`src/rtl/dual_debounce_if.sv`:
```
// Signal bundle between the raw input source and the dual debouncer.
// There is no valid/ready handshake: a_raw/b_raw are free-running
// asynchronous levels, and every output is a registered level or a
// one-cycle pulse that is meaningful on every clock.
interface dual_debounce_if;
  logic a_raw;
  logic b_raw;
  logic a;
  logic b;
  logic a_rise;
  logic a_fall;
  logic b_rise;
  logic b_fall;
  logic settled;
  // FSM state per channel: 0 = IDLE, 1 = CHECK
  logic state_a_dbg;
  logic state_b_dbg;

  modport master (
    output a_raw, b_raw,
    input  a, b, a_rise, a_fall, b_rise, b_fall, settled,
    input  state_a_dbg, state_b_dbg
  );

  modport slave (
    input  a_raw, b_raw,
    output a, b, a_rise, a_fall, b_rise, b_fall, settled,
    output state_a_dbg, state_b_dbg
  );
endinterface

```
`src/rtl/dual_debounce.sv`:
```
// Two independent synchroniser + debounce channels (A = index 0, B = index 1).
// Each channel's output follows its synchronised input only after the input
// has disagreed with the output for STABLE_CNT consecutive cycles.
module dual_debounce #(
  parameter int SYNC_STAGES = 2,
  parameter int STABLE_CNT  = 4,
  parameter int CNT_W       = 8
) (
  input  logic           clk,
  input  logic           rst_n,
  dual_debounce_if.slave bus
);

  typedef enum logic {
    IDLE  = 1'b0,
    CHECK = 1'b1
  } state_e;

  localparam logic [CNT_W-1:0] CNT_LAST = CNT_W'(STABLE_CNT - 1);

  logic [1:0]             raw;
  logic [SYNC_STAGES-1:0] sync_q [2];
  logic [SYNC_STAGES-1:0] sync_d [2];
  logic [1:0]             sync_last;
  logic [1:0]             sync_last_d;
  state_e                 state_q [2];
  state_e                 state_d [2];
  logic [CNT_W-1:0]       cnt_q [2];
  logic [CNT_W-1:0]       cnt_d [2];
  logic [1:0]             out_q, out_d;
  logic [1:0]             rise_q, rise_d;
  logic [1:0]             fall_q, fall_d;
  logic                   settled_q, settled_d;

  assign raw = {bus.b_raw, bus.a_raw};

  // Output of each synchroniser chain, now and after the coming edge
  always_comb begin
    for (int c = 0; c < 2; c++) begin
      sync_last[c]   = sync_q[c][SYNC_STAGES-1];
      sync_last_d[c] = sync_q[c][SYNC_STAGES-2];
    end
  end

  // Synchroniser shift, per-channel debounce FSM, pulses and settle flag
  always_comb begin
    for (int c = 0; c < 2; c++) begin
      sync_d[c]  = {sync_q[c][SYNC_STAGES-2:0], raw[c]};
      state_d[c] = state_q[c];
      cnt_d[c]   = cnt_q[c];
      out_d[c]   = out_q[c];
      rise_d[c]  = 1'b0;
      fall_d[c]  = 1'b0;
      case (state_q[c])
        IDLE: begin
          cnt_d[c] = '0;
          if (sync_last[c] != out_q[c]) begin
            if (STABLE_CNT == 1) begin
              out_d[c]  = sync_last[c];
              rise_d[c] = sync_last[c];
              fall_d[c] = ~sync_last[c];
            end else begin
              state_d[c] = CHECK;
              cnt_d[c]   = CNT_W'(1);
            end
          end
        end
        CHECK: begin
          if (sync_last[c] == out_q[c]) begin
            // Input bounced back before it was stable long enough
            state_d[c] = IDLE;
            cnt_d[c]   = '0;
          end else if (cnt_q[c] == CNT_LAST) begin
            out_d[c]   = sync_last[c];
            rise_d[c]  = sync_last[c];
            fall_d[c]  = ~sync_last[c];
            state_d[c] = IDLE;
            cnt_d[c]   = '0;
          end else begin
            cnt_d[c] = cnt_q[c] + CNT_W'(1);
          end
        end
        default: begin
          state_d[c] = IDLE;
          cnt_d[c]   = '0;
        end
      endcase
    end
    // Settle flag describes the state that will hold after this edge
    settled_d = (state_d[0] == IDLE) && (state_d[1] == IDLE) &&
                (sync_last_d[0] == out_d[0]) && (sync_last_d[1] == out_d[1]);
  end

  // State registers with asynchronous active-low clear
  always_ff @(posedge clk or negedge rst_n) begin
    if (!rst_n) begin
      for (int c = 0; c < 2; c++) begin
        sync_q[c]  <= '0;
        state_q[c] <= IDLE;
        cnt_q[c]   <= '0;
      end
      out_q     <= '0;
      rise_q    <= '0;
      fall_q    <= '0;
      settled_q <= 1'b1;
    end else begin
      for (int c = 0; c < 2; c++) begin
        sync_q[c]  <= sync_d[c];
        state_q[c] <= state_d[c];
        cnt_q[c]   <= cnt_d[c];
      end
      out_q     <= out_d;
      rise_q    <= rise_d;
      fall_q    <= fall_d;
      settled_q <= settled_d;
    end
  end

  assign bus.a           = out_q[0];
  assign bus.b           = out_q[1];
  assign bus.a_rise      = rise_q[0];
  assign bus.a_fall      = fall_q[0];
  assign bus.b_rise      = rise_q[1];
  assign bus.b_fall      = fall_q[1];
  assign bus.settled     = settled_q;
  assign bus.state_a_dbg = state_q[0];
  assign bus.state_b_dbg = state_q[1];

endmodule

```
`src/flat_wrapper.sv`:
```
// flat-port wrapper written by rule: the top's interface ports become plain ports
module dual_debounce_flat 
#(
  parameter int SYNC_STAGES = 2,
  parameter int STABLE_CNT  = 4,
  parameter int CNT_W       = 8
)
  (clk, rst_n, bus_a_raw, bus_b_raw, bus_a, bus_b, bus_a_rise, bus_a_fall, bus_b_rise, bus_b_fall, bus_settled, bus_state_a_dbg, bus_state_b_dbg);
  dual_debounce_if bus_i ();
  input  logic clk;
  input  logic rst_n;
  input wire logic [$bits(bus_i.a_raw)-1:0] bus_a_raw;
  input wire logic [$bits(bus_i.b_raw)-1:0] bus_b_raw;
  output wire logic [$bits(bus_i.a)-1:0] bus_a;
  output wire logic [$bits(bus_i.b)-1:0] bus_b;
  output wire logic [$bits(bus_i.a_rise)-1:0] bus_a_rise;
  output wire logic [$bits(bus_i.a_fall)-1:0] bus_a_fall;
  output wire logic [$bits(bus_i.b_rise)-1:0] bus_b_rise;
  output wire logic [$bits(bus_i.b_fall)-1:0] bus_b_fall;
  output wire logic [$bits(bus_i.settled)-1:0] bus_settled;
  output wire logic [$bits(bus_i.state_a_dbg)-1:0] bus_state_a_dbg;
  output wire logic [$bits(bus_i.state_b_dbg)-1:0] bus_state_b_dbg;
  assign bus_i.a_raw = bus_a_raw;
  assign bus_i.b_raw = bus_b_raw;
  assign bus_a = bus_i.a;
  assign bus_b = bus_i.b;
  assign bus_a_rise = bus_i.a_rise;
  assign bus_a_fall = bus_i.a_fall;
  assign bus_b_rise = bus_i.b_rise;
  assign bus_b_fall = bus_i.b_fall;
  assign bus_settled = bus_i.settled;
  assign bus_state_a_dbg = bus_i.state_a_dbg;
  assign bus_state_b_dbg = bus_i.state_b_dbg;
  dual_debounce #(.SYNC_STAGES(SYNC_STAGES), .STABLE_CNT(STABLE_CNT), .CNT_W(CNT_W)) u_core (.clk(clk), .rst_n(rst_n), .bus(bus_i));
endmodule
```
`config.mk`:
```
export PLATFORM = sky130hd
export DESIGN_NAME = dual_debounce_flat
export DESIGN_NICKNAME = d
export VERILOG_FILES = /design/src/rtl/dual_debounce_if.sv /design/src/rtl/dual_debounce.sv /design/src/flat_wrapper.sv
export SDC_FILE = /design/constraint.sdc
export NUM_CORES = 1
export LEC_CHECK = 0
export BUFFER_PORTS_ARGS = -buffer_cell sky130_fd_sc_hd__clkbuf_2
export CAP_MARGIN = 20
export CORE_ASPECT_RATIO = 1.75
export CORE_UTILIZATION = 50
export CTS_CLUSTER_SIZE = 24
export DETAILED_ROUTE_END_ITERATION = 8
export PLACE_DENSITY = 0.8
export SETUP_SLACK_MARGIN = 0.3
export SYNTH_ARGS = -nofsm -noshare
export SYNTH_HDL_FRONTEND = slang
export SYNTH_SLANG_ARGS = --single-unit
```
`constraint.sdc`:
```
create_clock -name clk -period 6 [get_ports clk]
set_input_delay 1.2 -clock clk [delete_from_list [all_inputs] [get_ports clk]]
set_output_delay 1.2 -clock clk [all_outputs]
set_load 0.01 [all_outputs]
```
**After elaboration in Yosys (flattened, before gate mapping)**

Index checks and enable logic that the tools add are counted.
W data, S select, Z words.

- Reductions and logical operators: 3
- Bitwise operators: 6
- Eq/ne operators: 8
- Multiplexer cells: 34
- Add/sub/neg operators: 2

Operators by type and width:

| cell | number |
|---|---|
| $mux W8 | 4 |
| $pmux W8 S2 | 2 |
| $mux W1 | 26 |
| $add A8 B1 Y8 const B | 2 |
| $eq A8 B2 Y1 const B | 2 |
| $not A1 Y1 | 6 |
| $eq A1 B1 Y1 | 4 |
| $pmux W1 S2 | 2 |
| $logic_and A1 B1 Y1 | 3 |
| $ne A1 B1 Y1 | 2 |

- Word-level logic and storage cells: 63
- Output and inout port bits: 9
- Bits in registers: 29
- Input bits: 4

**Depth between registers and ports, before layout**

Gate-level depths: netlist of run 1.

- Word-level depth: 8
- Gate-level depth with buffers: 5
- Depth with buffers taken out: 5

**Worst setup path after synthesis of run 1**

OpenSTA, ideal clock, no wires.

- Path kind: reg2reg
- Start point: register u_core.cnt_q[8] (netlist bit)
- End point: register u_core.out_q[0]
- Library setup time: 0.128 ns
- Buffers on the path: 0
- Cell stages (with the launch flop): 6
- Arrival time: 1.754 ns
- Data required time: 5.872 ns
- Period minus slack after synthesis: 1.882 ns
- Path slack: 4.118 ns
- Cell sequence: dfrtp_1 > ha_1 > or4b_4 > nor4_4 > and2_4 > mux2_1

- Longest elaborated chain between the ends: 4

Ends and longest elaborated chain:

| element | line | source |
|---|---|---|
| start: declaration | dual_debounce.sv:28 | `logic [CNT_W-1:0] cnt_q [2];` |
| start signal: indexed assignment | dual_debounce.sv:110 | `cnt_q[c] <= cnt_d[c];` |
| $eq A8 B2 Y1 | dual_debounce.sv:73 | `end else if (cnt_q[c] == CNT_LAST) begin` |
| $mux W1 | dual_debounce.sv:73 |  |
| $mux W1 | dual_debounce.sv:69 | `if (sync_last[c] == out_q[c]) begin` |
| $mux W1 | dual_debounce.sv:54 | `case (state_q[c])` |
| net u_core.out_d[0] | dual_debounce.sv:30 | `logic [1:0] out_q, out_d;` |
| end signal: assignment | dual_debounce.sv:112 | `out_q <= out_d;` |
| end: declaration | dual_debounce.sv:30 |  |

The timed path passes the listed nets, and every way through them passes these cells.

**Worst setup path after layout of run 1**

- Start point: register u_core.out_q[1]
- End point: output bus_b

RTL lines:

| element | line | source |
|---|---|---|
| end: declaration | flat_wrapper.sv:15 | `output wire logic [$bits(bus_i.b)-1:0] bus_b;` |

No word-level cell between the ends.

==> impl_metrics.py, run 1 <==
metrics = {
    "outcome": {
        "status": "finished clean",
    },
    "synthesis": {
        "synth_top_family_by_area": "simple AND/OR/NAND/NOR gates",
        "async_reset_ff_frac": 1.00,
        "synth_fp_nets": 111,
        "syn_area_um2": 1240,
        "synth.area.mux_share": 0.00905,
        "synth_edf_count": 0,
        "synth-compound-area-share": 0.0372,
        "yosysSeqAreaShare": 0.585,
        "synth-seq-cells": 29,
        "synthAdderAreaFrac": 0.0201,
        "synthFlopType": "dfrtp_1",
        "synthSimpleGateAreaFrac": 0.237,
        "ys_warn_count": 0,
        "synth.distinct_cells": 28,
        "syn-mean-instance-area_um2": 11.8,
        "post_synth_xor_area_fraction": 0.106,
        "netlist_instances": 105,
    },
    "clock_tree": {
        "cts_buffer_depth": 2,
        "cts_setup_buffers": 0,
        "numCtsBuffers": 5,
        "clk_pin_slew_worst_paths_ns": 0.06,
        "htreeDepth": 2,
        "clk_latency_ns": 0.28,
        "cts_tree": "built",
        "ctsResizeCount": 0,
        "root_buffer": "clkbuf_8",
        "cts_hold_buf": 0,
        "cts.sinks": 29,
    },
    "setup_path": {
        "worstPathMaxFanout": 7,
        "reg2reg_slack_ns": 3.98,
        "cpMaxStageDelayCell": "dfrtp_1",
        "r2r-end": "u_core.out_q[0]$_DFF_PN0_",
        "cp-start-kind": "flip-flop",
        "crit_required_ns": 4.80,
        "cpPeakStageDelay_ns": 0.46,
        "path_buf_inv": 1,
        "crit_arrival_ns": 0.91,
        "reg2reg_depth": 5,
        "crit_family": "flip-flops",
        "crit_type": "flip-flop to output port",
        "crit_chain": "clkbuf_2",
        "path_depth": 1,
        "worstSetupEndpointType": "output port",
        "r2r-start": "u_core.cnt_q[8]$_DFF_PN0_",
    },
    "placed_design": {
        "placed_cell_area_um2": 1330,
        "dp_hpwl_um": 1580,
        "portBuffers": 12,
        "gp_congestion": 0.725,
        "dp_worst_setup_slack_ns": 3.98,
    },
    "global_route": {
        "grt.total_usage": 0.209,
        "antenna_found_initial": 0,
        "grt_pass1_wl_um": 3660,
        "grt_pass1_vias": 879,
        "grt_max_degree": 30,
        "grt_overflow": 0,
    },
    "floorplanning": {
        "pin_count": 13,
        "num_rows": 23,
        "initial_core_util": 0.534,
        "core-area_um2": 2330,
        "die_w_um": 39.7,
        "die_area_um2": 2700,
        "die_h_um": 68.0,
    },
    "timing": {
        "max_freq_mhz": 473,
        "final_hold_viol_count": 0,
        "fin_crit_ns": 2.11,
        "fin_worst_skew_ns": 0.00806,
        "setup_violations": 0,
        "timing.slew.headroom": 0.545,
        "worst_slack_ns": 3.89,
        "tns_ns": 0,
        "finalMaxSlewViolations": 0,
        "worst_slew_pin_slew_ns": 0.682,
        "rsz0062_at_grt": "false",
        "period_share": 0.352,
    },
    "pwr": {
        "p_sw_frac": 0.314,
        "seq_power_share": 0.484,
        "switchingPower_mw": 0.172,
        "vdd_ir_drop_max_mv": 0.206,
        "leakagePower_nw": 0.673,
        "p_int_mw": 0.376,
        "powerDensity_nw_per_um2": 383,
        "clkPwrFrac": 0.317,
        "p_comb_frac": 0.199,
    },
    "finish": {
        "multi_input_area_um2": 509,
        "syn2layout_area_growth_pct": 15.2,
        "final_cell_mix": "28 x dfrtp_1, 14 x nor2_1, 12 x clkbuf_2",
        "fillerInstances": 191,
        "drive_gt1_frac": 0.218,
        "utilization": 0.615,
        "nets": 129,
        "final_area_um2": 1430,
        "regArea_um2": 727,
        "antennaDiodeCount": 0,
        "mostFrequentLayoutCell": "dfrtp_1",
    },
    "route": {
        "routedWlPerCell_um": 14.7,
        "vias_per_cell": 5.66,
        "initialDrtViolationCount": 17,
        "routed_wl_um": 2200,
        "drtPass1Iterations": 4,
        "route.detailed.drc": 0,
        "ant_nets": 0,
        "vias": 843,
    },
    "job": {
        "maxCapViolCount": 0,
    },
    "hold_path": {
        "hold-path-endpoint": "u_core.sync_last[1]$_DFF_PN0_",
        "hold_class": "flip-flop to flip-flop",
        "hold_path_depth": 0,
        "hold_start": "u_core.sync_d[1]$_DFF_PN0_",
    },
}
[power groups by stage]
| stage | Sequential, mW | Clock (mW) | Combinational, mW |
|---|---|---|---|
| 2_1_floorplan | 0.265 | 0 | 0.0684 |
| 3_3_place_gp | 0.265 | 0 | 0.105 |
| 3_5_place_dp | 0.268 | 0 | 0.110 |
| 4_1_cts | 0.265 | 0.179 | 0.112 |
| 5_1_grt | 0.271 | 0.189 | 0.125 |
| 6_report | 0.265 | 0.174 | 0.109 |
[per-stage QoR]
step | instances | hold slack [ns] | total power, mW
3_5_place_dp | 141 | 0.400 | 0.378
4_1_cts | 149 | 0.423 | 0.556
6_report | 149 | 0.427 | 0.548
3_3_place_gp | 141 | 0.396 | 0.370
5_1_grt | 149 | 0.430 | 0.585
2_1_floorplan | 105 | 0.375 | 0.333
[synthesized netlist by cell type, types with 2 or more instances]
library cell / count / area (um^2)
nand3_1: 9 / 45.0
nor3_1: 3 / 15.0
nor3b_1: 3 / 22.5
and3_1: 6 / 37.5
dfrtp_1: 28 / 701
and2_1: 2 / 12.5
xnor2_1: 5 / 43.8
xor2_1: 10 / 87.6
nor2_1: 14 / 52.6
nand4_1: 2 / 12.5
nand2_1: 5 / 18.8
ha_1: 2 / 25.0
[logic make-up (layout without fill, tap and decap cells)]
group | after synthesis | after routing
multiplexers | 1 | 1
AO/OA/AOI/OAI | 5 | 5
buffers and inverters | 2 | 21
adder cells (fa/ha/maj) | 2 | 2
flip-flops | 29 | 29
XOR/XNOR | 15 | 15
AND/OR/NAND/NOR | 51 | 51
[worst max-delay path by stage]
stage / start / end / slack, ns
floorplan: u_core.cnt_q[8]$_DFF_PN0_ / u_core.out_q[0]$_DFF_PN0_ / 4.12
global placement: u_core.cnt_q[8]$_DFF_PN0_ / u_core.out_q[0]$_DFF_PN0_ / 4.06
detailed placement: u_core.cnt_q[8]$_DFF_PN0_ / u_core.out_q[0]$_DFF_PN0_ / 3.98
CTS: u_core.out_q[1]$_DFF_PN0_ / bus_b / 3.87
global route: u_core.out_q[0]$_DFF_PN0_ / bus_a / 3.83
finish: u_core.out_q[1]$_DFF_PN0_ / bus_b / 3.89
[metal layers]
layer	wire length (um)	GRT usage	part of all wire	vias up
li1	-	-	-	398
met1	838	0.198	0.38	430
met2	1240	0.357	0.57	11
met3	66	0.0779	0.030	4
met4	49	0.129	0.022	0
met5	0	0	0	-
[state kept, by name, indices dropped and copies added (netlist names)]
name,count
u_core.cnt_q,16
u_core.bus.settled,1
u_core.rise_q,2
u_core.sync_d,2
u_core.out_q,2
u_core.fall_q,2
u_core.bus.state_b_dbg,1
u_core.bus.state_a_dbg,1
u_core.sync_last,2
[layout make-up]
class,count,share of cell area
inverter,1,0.00262
clock buffer,7,0.0672
clock inverter,1,0.00349
multi-input combinational,74,0.355
sequential,29,0.507
timing repair buffer,12,0.0419
tap,25,0.0218
Power figures use the tool's default switching activity.
==> run 2, diff against run 1 <==
--- a/config.mk
+++ b/config.mk
@@ -5,13 +5,14 @@
 export SDC_FILE = /design/constraint.sdc
 export NUM_CORES = 1
 export LEC_CHECK = 0
+export ABC_AREA = 1
 export BUFFER_PORTS_ARGS = -buffer_cell sky130_fd_sc_hd__clkbuf_2
 export CAP_MARGIN = 20
 export CORE_ASPECT_RATIO = 1.75
 export CORE_UTILIZATION = 50
 export CTS_CLUSTER_SIZE = 24
 export DETAILED_ROUTE_END_ITERATION = 8
-export PLACE_DENSITY = 0.8
+export PLACE_DENSITY = 0.83
 export SETUP_SLACK_MARGIN = 0.3
 export SYNTH_ARGS = -nofsm -noshare
 export SYNTH_HDL_FRONTEND = slang
==> constraint.sdc (replaced) <==
create_clock -name clk -period 1.7 [get_ports clk]
set_input_delay 0.34 -clock clk [delete_from_list [all_inputs] [get_ports clk]]
set_output_delay 0.34 -clock clk [all_outputs]
set_load 0.01 [all_outputs]
==> run 2 against run 1 <==
Effect of this change:
- combinational power increased to 6.0 times the previous value
- highest routed layer unchanged
- non-clock buffer count increased by 8
- first-iteration DRC count up 5.9%
- via count up 32%
- critical path type is now flip-flop to flip-flop
==> impl_metrics.py, run 2 <==
metrics = {
    "outcome": {
        "status": "finished clean",
    },
    "setup_path": {
        "crit_type": "flip-flop to flip-flop",
        "worstPathMaxFanout": 5,
        "cp-start-kind": "flip-flop",
        "crit_arrival_ns": 1.56,
        "reg2reg_slack_ns": 0.32,
        "worstSetupEndpointType": "flip-flop",
        "crit_required_ns": 1.89,
    },
    "synthesis": {
        "synth.most_common_cell": "nand2_1",
        "synth-seq-cells": 29,
        "synthTopCellsByArea": "dfrtp_1 53%, nand2_1 9.1%, nor2_1 5.7%",
        "synthFlopType": "dfrtp_1",
        "syn_area_um2": 1320,
        "yosysTopAreaCell": "dfrtp_1",
        "yosys.area.top_type_share": 0.531,
        "ys_warn_count": 0,
        "async_reset_ff_frac": 1.00,
        "netlist_instances": 155,
        "ys_top_cells_by_count": "32 x nand2_1, 28 x dfrtp_1, 20 x nor2_1",
        "syn-mean-instance-area_um2": 8.51,
        "synth_fp_nets": 161,
        "synth_edf_count": 0,
        "synth.distinct_cells": 20,
        "yosysSeqAreaShare": 0.551,
    },
    "clock_tree": {
        "clk_pin_slew_worst_paths_ns": 0.06,
        "cts.sinks": 29,
        "root_buffer": "clkbuf_8",
        "clk_latency_ns": 0.28,
        "cts_tree": "built",
        "numCtsBuffers": 5,
        "cts_buffer_depth": 2,
        "cts_hold_buf": 0,
        "htreeDepth": 2,
    },
    "pwr": {
        "clkPwrFrac": 0.252,
        "leakagePower_nw": 0.794,
        "p_comb_frac": 0.312,
        "p_int_mw": 1.36,
        "vdd_ir_drop_max_mv": 0.907,
        "p_sw_frac": 0.354,
        "powerDensity_nw_per_um2": 1310,
        "switchingPower_mw": 0.747,
        "seq_power_share": 0.436,
    },
    "route": {
        "routedWlPerCell_um": 12.9,
        "drtPass1Iterations": 5,
        "met1Wirelength_um": 940,
        "vias": 1114,
        "routed-wl-met3_um": 97,
        "vias_per_cell": 5.33,
        "ant_nets": 0,
        "route.detailed.drc": 0,
        "wl_met2_um": 1580,
        "initialDrtViolationCount": 18,
        "dr.max_layer_used": "met4",
        "routed_wl_um": 2700,
    },
    "finish": {
        "drive_gt1_frac": 0.311,
        "final_area_um2": 1610,
        "largest_register_ffs": 16,
        "syn2layout_area_growth_pct": 22.3,
        "antennaDiodeCount": 0,
        "top_register": "u_core.cnt_q",
        "final_cell_mix": "31 x nand2_1, 27 x dfrtp_1, 18 x inv_1, 18 x nor2_1, 12 x clkbuf_2",
        "nets": 188,
        "mostFrequentLayoutCell": "nand2_1",
        "fin_cells": 209,
    },
    "timing": {
        "fin_crit_ns": 1.38,
        "max_freq_mhz": 726,
        "worst_slew_pin_slew_ns": 0.686,
        "finalMaxSlewViolations": 0,
        "rsz0062_at_grt": "true",
        "period_share": 0.810,
        "final_hold_viol_count": 0,
        "timing.slew.headroom": 0.543,
        "fin_worst_skew_ns": 0.00718,
        "tns_ns": 0,
        "setup_violations": 0,
    },
    "placed_design": {
        "gp_congestion": 0.686,
        "dp_hpwl_um": 1800,
        "place_inst": 193,
        "portBuffers": 12,
        "placed_cell_area_um2": 1410,
    },
    "global_route": {
        "grt_overflow": 0,
        "grt_pass1_wl_um": 3800,
        "grt_max_degree": 30,
        "grt.total_usage": 0.199,
        "antenna_found_initial": 0,
        "grt_pass1_vias": 979,
    },
    "floorplanning": {
        "die_area_um2": 2850,
        "die_h_um": 69.9,
        "pin_count": 13,
        "num_rows": 24,
        "core-area_um2": 2490,
        "initial_core_util": 0.529,
        "die_w_um": 40.8,
    },
    "job": {
        "maxCapViolCount": 0,
    },
    "hold_path": {
        "hold_class": "primary input to async pin",
    },
}
-- run 2: cell types whose count changed after synthesis, sizes merged, moves of 2 or more --
cell and change:
inv +23, nor2 +12, and2 -3, o21ai +3, nor3 +6, xor2 -10, xnor2 -5, nor4 -2
nand2 +33, and3 -7, nand3 +3, a21oi +6
-- run 2: metrics by stage --
step                 util  hold slack (ns)  power, mW  worst slack (ns)
finish              0.647           0.0912       2.11             0.323
global route        0.647            0.149       2.23             0.248
CTS                 0.601            0.108       1.96             0.313
detailed placement  0.566            0.385       1.42             0.309
global placement    0.566            0.382       1.38             0.393
floorplan               -           0.0444       1.25             0.448
-- run 2: worst max-delay path, cell delays in order (launching register included) --
cell and delay [ns]:
dfrtp_1 0.40, inv_1 0.07, nand2_1 0.05, nand2_1 0.08
nor2_1 0.21, nand2_4 0.10, buf_4 0.16, nor3_1 0.20
-- run 2: kinds of logic after synthesis --
family,synth area share
buffers and inverters,0.0683
adder cells (fa/ha/maj),0.0190
flip-flops,0.551
AND/OR/NAND/NOR,0.323
AO/OA/AOI/OAI,0.0389
-- run 2: layer usage --
metal  vias to the layer above  global-route usage
met1                       535               0.172
met3                        13              0.0762
met2                        24               0.349
li1                        542                   -
met5                         -                   0
met4                         0               0.100
-- run 2: power groups by stage --
| stage | Combinational (mW) | Sequential, mW | Clock (mW) |
|---|---|---|---|
| after floorplan | 0.343 | 0.911 | 0 |
| after global placement | 0.487 | 0.894 | 0 |
| after detailed placement | 0.515 | 0.901 | 0 |
| after CTS | 0.522 | 0.892 | 0.550 |
| after global routing | 0.725 | 0.933 | 0.573 |
| final | 0.658 | 0.919 | 0.531 |
-- run 2: final timing paths --
path,start,to,cells past startpoint
setup / recovery,u_core.out_q[1]$_DFF_PN0_,u_core.cnt_q[7]$_DFF_PN0_,7
hold reg to reg,u_core.sync_d[1]$_DFF_PN0_,u_core.sync_last[1]$_DFF_PN0_,0
min in group clk,bus_a_raw,u_core.sync_d[3]$_DFF_PN0_,1
max in group asynchronous,rst_n,u_core.cnt_q[13]$_DFF_PN0_,1
hold / removal,rst_n,u_core.cnt_q[13]$_DFF_PN0_,1
setup reg to reg,u_core.out_q[1]$_DFF_PN0_,u_core.cnt_q[7]$_DFF_PN0_,7
-- run 2: final cells by class --
type / instances / area, um^2
Fill cell: 173 / 880
Sequential cell: 29 / 728
Multi-Input combinational cell: 102 / 559
Timing Repair Buffer: 20 / 120
Inverter: 24 / 90.1
Clock buffer: 6 / 72.6
Tap cell: 26 / 32.5
Clock inverter: 2 / 10.0
-- run 2: what timing repair did --
item | CTS | global route
setup endpoints to repair | 1 | 4
setup buffers | 0 | 8
pin swaps | 0 | 10
gates resized for setup | 2 | 11
==> run 3, diff against run 2 <==
--- a/config.mk
+++ b/config.mk
@@ -12,7 +12,7 @@
 export CORE_UTILIZATION = 50
 export CTS_CLUSTER_SIZE = 24
 export DETAILED_ROUTE_END_ITERATION = 8
-export PLACE_DENSITY = 0.83
+export PLACE_DENSITY = 0.8
 export SETUP_SLACK_MARGIN = 0.3
 export SYNTH_ARGS = -nofsm -noshare
 export SYNTH_HDL_FRONTEND = slang
==> constraint.sdc (replaced) <==
create_clock -name clk -period 1.4 [get_ports clk]
set_input_delay 0.28 -clock clk [delete_from_list [all_inputs] [get_ports clk]]
set_output_delay 0.28 -clock clk [all_outputs]
set_load 0.01 [all_outputs]
==> run 3 against run 2 <==
Effect of this change:
- utilization up 12 points
- sequential power up 22%
- critical path depth up 2
- worst setup slack worse by 0.32 ns
- hold slack worse by 0.095 ns
- largest power group is now combinational cells
- the flow now finishes with violations (hold timing)
- via count up 6.8%
==> impl_metrics.py, run 3 (synthesized netlist as in run 2, its figures left out) <==
metrics = {
    "timing": {
        "rsz0062_at_grt": "true",
        "max_freq_mhz": 716,
        "timing.slew.headroom": 0.757,
        "hold_ws_ns": -0.00379,
        "worst_slack_ns": 0.00302,
        "fin_worst_skew_ns": 0.00318,
        "setup_violations": 0,
        "finalMaxSlewViolations": 0,
        "period_share": 0.998,
        "worst_slew_pin_slew_ns": 0.365,
        "fin_crit_ns": 1.40,
        "final_hold_viol_count": 9,
    },
    "floorplanning": {
        "die_area_um2": 2850,
        "num_rows": 24,
        "core-area_um2": 2490,
        "die_w_um": 40.8,
        "initial_core_util": 0.529,
        "pin_count": 13,
        "die_h_um": 69.9,
    },
    "clock_tree": {
        "cts_tree": "built",
        "htreeDepth": 2,
        "clk_latency_ns": 0.28,
        "clk_pin_slew_worst_paths_ns": 0.06,
        "cts.sinks": 29,
        "cts_hold_buf": 0,
        "numCtsBuffers": 5,
        "cts_buffer_depth": 2,
        "root_buffer": "clkbuf_8",
    },
    "outcome": {
        "violations": "hold timing",
        "status": "finished with violations",
    },
    "pwr": {
        "p_total_mw": 3.06,
        "vdd_ir_drop_max_mv": 1.11,
        "powerDensity_nw_per_um2": 1600,
        "leakagePower_nw": 0.921,
    },
    "setup_path": {
        "crit_chain": "ha_4 -> nand2_4 -> nor2_4 -> nand2_2 -> nand2_4 -> nand2_4 -> nor2_4 -> nand3_2 -> nor2_2",
        "critPathMostFrequentCell": "nand2_4",
        "cpPeakStageDelay_ns": 0.41,
        "crit_required_ns": 1.62,
        "cp-start-kind": "flip-flop",
        "crit_type": "flip-flop to flip-flop",
        "cpMaxStageDelayCell": "dfrtp_1",
        "worstPathMaxFanout": 3,
        "worstSetupEndpointType": "flip-flop",
        "crit_arrival_ns": 1.62,
    },
    "finish": {
        "largest_register_ffs": 16,
        "final_cell_mix": "25 x dfrtp_1, 23 x nand2_1, 20 x buf_4",
        "syn2layout_area_growth_pct": 45.1,
        "mostFrequentLayoutCell": "dfrtp_1",
        "antennaDiodeCount": 0,
        "multi_input_area_um2": 687,
        "regArea_um2": 731,
        "top_register": "u_core.cnt_q",
        "fillerInstances": 165,
        "nets": 203,
        "drive_gt1_frac": 0.510,
    },
    "global_route": {
        "grt_pass1_vias": 1175,
        "grt_max_degree": 30,
        "antenna_found_initial": 0,
        "grt_pass1_wl_um": 4870,
        "grt.total_usage": 0.252,
        "grt_util_met3": 0.0857,
        "use_met2": 0.424,
        "grt_overflow": 0,
        "grt_use_met1": 0.243,
        "busiest_layer": "met2",
    },
    "route": {
        "ant_nets": 0,
        "initialDrtViolationCount": 46,
        "route.detailed.drc": 0,
        "vias": 1190,
        "routed_wl_um": 3440,
        "drtPass1Iterations": 4,
        "routedWlPerCell_um": 15.3,
        "vias_per_cell": 5.31,
    },
    "placed_design": {
        "dp_hpwl_um": 1970,
        "gp_congestion": 0.759,
        "dp_worst_setup_slack_ns": 0.00601,
        "portBuffers": 12,
    },
    "job": {
        "maxCapViolCount": 0,
    },
    "hold_path": {
        "hold_class": "primary input to async pin",
    },
}
-- run 3: cell types whose count changed in the layout (fill, tap and decap cells not counted), sizes merged --
cell / change
buf: +20
clkbuf: -4
clkinv: -1
-- run 3: report_power, final --
part,switching (mW),internal (mW),total [mW]
logic,0.612,0.561,1.17
clock network,0.322,0.444,0.765
registers,0.147,0.976,1.12
total,1.08,1.98,3.06
-- run 3: layout make-up --
| cell class | count | share of cell area |
|---|---|---|
| clock inverters | 1 | 0.00262 |
| multi-input cells | 102 | 0.359 |
| well taps | 26 | 0.0170 |
| inverters | 24 | 0.0471 |
| flip-flops and latches | 29 | 0.382 |
| clock buffers | 7 | 0.0504 |
| repair buffers | 35 | 0.142 |
-- run 3: timing repair --
| action | in CTS | in global routing |
|---|---|---|
| pin swaps | 8 | 7 |
| gates resized for setup | 16 | 40 |
| endpoints found under the setup margin | 27 | 28 |
| buffers inserted | 12 | 10 |
-- run 3: worst max-delay path: cells and delay by family, from the launching register on --
family	cells	cell delay [ns]
AND/OR/NAND/NOR	8	0.75
flip-flops	1	0.41
adder cells (fa/ha/maj)	1	0.17
-- run 3: stage by stage --
| stage | cell area, um^2 | util | instances | TNS, ns |
|---|---|---|---|---|
| after global routing | 1910 | 0.768 | 224 | -0.0850 |
| final | 1910 | 0.768 | 224 | 0 |
| after global placement | 1430 | 0.574 | 194 | 0 |
| after detailed placement | 1430 | 0.574 | 194 | 0 |
| after floorplan | 1330 | - | 155 | 0 |
| after CTS | 1710 | 0.685 | 214 | 0 |
-- run 3: layer usage --
layer | vias up | wire length, um
met3 | 14 | 93
li1 | 573 | -
met2 | 21 | 1970
met1 | 582 | 1240
met4 | 0 | 132
met5 | - | 0
-- run 3: path summary, 6_finish.rpt --
path | from | to | slack [ns] | cells past startpoint
worst max register to register | u_core.cnt_q[0]$_DFF_PN0_ | u_core.bus.settled$_DFF_PN1_ | 0.003 | 9
min in group clk | bus_b_raw | u_core.sync_d[1]$_DFF_PN0_ | 0.10 | 1
max in group asynchronous | rst_n | u_core.bus.settled$_DFF_PN1_ | 1.09 | 2
worst min-delay path | rst_n | u_core.cnt_q[15]$_DFF_PN0_ | -0.004 | 2
worst max-delay path | u_core.cnt_q[0]$_DFF_PN0_ | u_core.bus.settled$_DFF_PN1_ | 0.003 | 9
worst min register to register | u_core.sync_d[1]$_DFF_PN0_ | u_core.sync_last[1]$_DFF_PN0_ | 0.41 | 0
